[src/rtl/mmio_console.sv]
// Memory-mapped console: CPU stores to PRINT_ADDR queue words for a host sink, a DONE_ADDR store ends the program.
// Latency: a printed word appears on out_data one cycle after its store; no same-cycle bypass.
// Backpressure: out_valid/out_ready handshake; prints into a full FIFO are dropped and flagged as overflow.
module mmio_console #(
    parameter logic [31:0] PRINT_ADDR  = 32'h0001_0000,
    parameter logic [31:0] DONE_ADDR   = 32'h0001_0004,
    parameter logic [31:0] STATUS_ADDR = 32'h0001_0008,
    parameter int          DEPTH       = 4
) (
    input  logic        clk,
    input  logic        n_rst,
    input  logic [31:0] memory_address,
    input  logic        memory_write_enable,
    input  logic [31:0] memory_write_data,
    output logic [31:0] memory_read_data,
    output logic        out_valid,
    input  logic        out_ready,
    output logic [31:0] out_data,
    output logic        done,
    output logic [31:0] exit_code
);

    localparam int AW = (DEPTH > 1) ? $clog2(DEPTH) : 1;
    localparam int CW = $clog2(DEPTH + 1);

    typedef enum logic [1:0] {
        ST_RUN   = 2'd0,
        ST_DRAIN = 2'd1,
        ST_DONE  = 2'd2
    } state_t;

    state_t          state;
    logic [31:0]     mem [DEPTH];
    logic [AW-1:0]   wr_ptr;
    logic [AW-1:0]   rd_ptr;
    logic [CW-1:0]   count;
    logic            overflow;
    logic            full;
    logic            empty;
    logic            print_store;
    logic            done_store;
    logic            push;
    logic            pop;
    logic [3:0]      count_field;

    assign full        = (count == CW'(DEPTH));
    assign empty       = (count == '0);
    // Stores only take effect while the program is still running.
    assign print_store = memory_write_enable && (memory_address == PRINT_ADDR) && (state == ST_RUN);
    assign done_store  = memory_write_enable && (memory_address == DONE_ADDR) && (state == ST_RUN);
    assign out_valid   = !empty;
    assign out_data    = mem[rd_ptr];
    assign pop         = out_valid && out_ready;
    // A full FIFO still accepts a word when the head leaves in the same cycle.
    assign push        = print_store && (!full || pop);
    assign count_field = 4'(count);

    assign memory_read_data = (memory_address == STATUS_ADDR)
                            ? {24'b0, count_field, done, overflow, empty, full}
                            : 32'b0;

    // FIFO storage is not reset; only the pointers and count define its contents.
    always_ff @(posedge clk) begin
        if (push) begin
            mem[wr_ptr] <= memory_write_data;
        end
    end

    // FIFO pointers, occupancy and sticky overflow flag.
    always_ff @(posedge clk or negedge n_rst) begin
        if (!n_rst) begin
            wr_ptr   <= '0;
            rd_ptr   <= '0;
            count    <= '0;
            overflow <= 1'b0;
        end else begin
            if (push) begin
                wr_ptr <= wr_ptr + AW'(1);
            end
            if (pop) begin
                rd_ptr <= rd_ptr + AW'(1);
            end
            if (push && !pop) begin
                count <= count + CW'(1);
            end else if (pop && !push) begin
                count <= count - CW'(1);
            end
            if (print_store && full && !pop) begin
                overflow <= 1'b1;
            end
        end
    end

    // Program lifecycle: run, drain remaining prints, then report done with the captured exit code.
    always_ff @(posedge clk or negedge n_rst) begin
        if (!n_rst) begin
            state     <= ST_RUN;
            done      <= 1'b0;
            exit_code <= 32'b0;
        end else begin
            case (state)
                ST_RUN: begin
                    if (done_store) begin
                        exit_code <= memory_write_data;
                        if (empty && !push) begin
                            state <= ST_DONE;
                            done  <= 1'b1;
                        end else begin
                            state <= ST_DRAIN;
                        end
                    end
                end
                ST_DRAIN: begin
                    if (empty) begin
                        state <= ST_DONE;
                        done  <= 1'b1;
                    end
                end
                ST_DONE: begin
                    done <= 1'b1;
                end
                default: begin
                    state <= ST_RUN;
                    done  <= 1'b0;
                end
            endcase
        end
    end

endmodule

[config.mk]
export PLATFORM = sky130hd
export DESIGN_NAME = mmio_console
export DESIGN_NICKNAME = d
export VERILOG_FILES = /design/src/rtl/mmio_console.sv
export SDC_FILE = /design/constraint.sdc
export NUM_CORES = 1
export LEC_CHECK = 0
export ABC_AREA = 1
export CORE_UTILIZATION = 40
export CTS_BUF_LIST = sky130_fd_sc_hd__clkbuf_4 sky130_fd_sc_hd__clkbuf_8 sky130_fd_sc_hd__clkbuf_16
export DETAILED_ROUTE_END_ITERATION = 10
export HOLD_SLACK_MARGIN = 0.1
export MAX_ROUTING_LAYER = met4
export PLACE_DENSITY = 0.64
export REMOVE_ABC_BUFFERS = 1
export SLEW_MARGIN = 20
export SYNTH_ARGS = -nofsm -noshare
export SYNTH_HDL_FRONTEND = slang
export SYNTH_SLANG_ARGS = --single-unit
[constraint.sdc]
create_clock -name clk -period 3.5 [get_ports clk]
set_input_delay 0.875 -clock clk [delete_from_list [all_inputs] [get_ports clk]]
set_output_delay 0.875 -clock clk [all_outputs]
set_load 0.005 [all_outputs]
==> metrics.cfg <==
[yosys]
synth_top_area_share_pct=54.21
synthTopCellsByArea=edfxtp_1, dfrtp_1, nor2_1, o21ai_0, inv_1
synth_edf_count=128
yosysMostFrequentCell=edfxtp_1
ys_async_sr_fraction_pct=25.15
synth.largest_area_cell=edfxtp_1
synth.distinct_cells=29
ys_warn_count=0
synth_area_sq_um=7091
synthTopCellsByCount=edfxtp_1, nor2_1, o21ai_0
synthFlopType=edfxtp_1
synth_area_per_cell_sq_um=11.98
yosysSeqAreaShare_pct=69.38
synthCells=592
ys_seq_elements=171

[pwr]
p_leak_nw=3.638
power-per-cell-area_nw_per_um2=615.4
p_sw_mw=1.665
switching_share_pct=28.93
seq_power_share_pct=38.9
ir_drop_mv=0.4144
p_clk_share_pct=31.8
pwr-share-comb_pct=29.4
p_int_mw=4.090

[cells_and_area]
final_util_pct=54.07
syn_to_final_growth_pct=31.89
drive_gt1_share_pct=13.43
fin_nets=813
n_antenna_cell=0
fin_cells=977

[global_routing]
grt-ovfl-total=0
antenna_found_initial=0
track_usage_pct=18.21
grt_max_degree=53
grt_pass1_vias=4747
grt_first_pass_wirelength_um=24230

[floorplan]
fp.dieW_um=135.1
design.core.area_sq_um=17300
rows=48
initial_utilization_pct=40.99
die_area_sq_um=18260
io-pin-count=166
die_height_um=135.1

[worst_hold_path]
min_path_type=in -> async

[sta]
hold_viol=0
fin_skew_ns=0.005410
min_period_ns=3.364
drv_slew=0
rsz0062_at_grt=no
setup_viol=0
fmax_mhz=297.2
finalCritPeriodShare_pct=96.12

[setup_path]
cp_max_fo=7
path_class=in -> out
crit_arrival_ns=2.49
worstPathRequired_ns=2.62
crit_path_end_kind=output pin
crit_path_start_kind=input port

[placed_design]
dp.cells=944
hpwl_um=9682
routabilityCongestion=0.7938
io_buffers=140

[drt]
avgViaCountPerCell=4.844
drt_iter0_markers=267
route.detailed.drc=0
routed-via-count=4733
routed_wl_um=15020
route.detailed.wl_per_inst_um=15.37
dr.pass1.iters=4
ant_nets=0

[clock_tree]
cts_tree=built
clkTransAtPathRegs_ns=0.07
cts_max_level=4
cts.sinks=171
insertion_delay_ns=0.42
root_buffer=clkbuf_16
numCtsBuffers=17
clock_path_buffers=2

[job]
drv_cap=0

[run_status]
outcome=complete, no violations

-- flip-flops by register name, summed over array words and instances, names as in the netlist --
register and cells:
mem 128, exit_code 32, count 3, rd_ptr 2
state 2, wr_ptr 2, done 1, overflow 1
-- power by group through the flow --
stage / Combinational (mW) / Sequential (mW) / Clock (mW)
detailed placement: 1.72 / 2.28 / 0
CTS: 1.73 / 2.24 / 1.87
global route: 1.88 / 2.24 / 1.95
finish: 1.69 / 2.24 / 1.83
global placement: 1.67 / 2.28 / 0
floorplan: 0.629 / 2.36 / 0
-- cells in the final DEF (no fill, tap or decap), types with 3 or more instances in the layout --
cell / Yosys / routed
a21oi_1: 3 / 3
buf_12: 0 / 6
buf_4: 25 / 9
clkbuf_16: 0 / 17
clkdlybuf4s50_1: 0 / 133
clkinv_2: 0 / 4
conb_1: 1 / 25
dfrtp_1: 43 / 42
dlymetal6s2s_1: 0 / 6
edfxtp_1: 128 / 128
ha_1: 5 / 5
inv_1: 54 / 54
inv_6: 0 / 3
nand2_1: 43 / 43
nand2_2: 18 / 18
nor2_1: 101 / 95
nor2_2: 2 / 4
nor2_4: 1 / 5
o21ai_0: 65 / 65
o21ai_1: 9 / 9
o21ai_2: 23 / 23
o22ai_1: 32 / 32
xor2_1: 3 / 3
-- area by class of cell --
type	count	area (sq um)
well taps	225	281.5
fillers	1452	7945
multi-input cells	339	1765
clock inverters	14	145.1
inverters	55	206.4
repair buffers	155	1599
flip-flops and latches	171	4921
clock buffers	18	432.9
-- metrics by stage --
stage	TNS [ns]	hold slack, ns	setup WS (ns)	power, mW	instance area, sq um
floorplan	-9.618	0.4277	-0.3006	2.990	6849
global placement	0	0.4562	0.03307	3.953	8746
detailed placement	-0.04228	0.4636	-0.03899	3.997	8746
CTS	0	0.4176	0.07361	5.831	9331
global route	0	0.4272	0.005926	6.073	9351
finish	0	0.4091	0.1358	5.755	9351
-- cell families (layout without fill, tap and decap cells) --
| logic type | Yosys count | after routing | share of synthesized area, % |
|---|---|---|---|
| buf+inv | 106 | 242 | 7.588 |
| other cells | 1 | 25 | 0.05289 |
| compound gates | 132 | 132 | 11.10 |
| xor+xnor | 4 | 4 | 0.4942 |
| fa+ha+maj | 6 | 6 | 1.165 |
| flops | 171 | 171 | 69.38 |
| mux | 1 | 1 | 0.1412 |
| simple gates | 171 | 171 | 10.08 |
-- critical path, cell delays in order --
cell and delay (ns):
clkdlybuf4s50_1 0.48, inv_1 0.05, nor2_1 0.08, nand2_1 0.05, nor2_1 0.09, nand4_1 0.09
buf_4 0.17, nor2_1 0.09, clkdlybuf4s50_1 0.52
-- per-layer routing --
| metal | vias up | wire length, um | track usage [%] |
|---|---|---|---|
| li1 | 2263 | - | - |
| met1 | 2284 | 6366 | 21.65 |
| met2 | 170 | 7698 | 30.54 |
| met3 | 16 | 754 | 4.040 |
| met4 | 0 | 201 | 6.242 |
| met5 | - | 0 | - |
-- final timing paths --
kind                                       from                         to  slack (ns)  depth (start not counted)
min                                       n_rst  exit_code[13]$_DFFE_PN0P_        0.41                          1
max in group asynchronous                 n_rst      rd_ptr[0]$_DFFE_PN0P_        2.32                          2
max reg2reg                count[0]$_DFFE_PN0P_       count[2]$_DFFE_PN0P_        1.36                         12
min reg2reg                overflow$_DFFE_PN0P_       overflow$_DFFE_PN0P_        0.47                          2
max                           memory_address[3]        memory_read_data[5]        0.14                          9
min in group clk           overflow$_DFFE_PN0P_       overflow$_DFFE_PN0P_        0.47                          2
-- timing repair --
action | CTS | global route
setup buffers | 1 | 0
hold buffers | 0 | 0
gates resized for setup | 0 | 8
setup endpoints to repair | 2 | 7
pin swaps | 1 | 0
hold endpoints to repair | 0 | 0
Note: power is estimated with default switching activity, not from simulation.
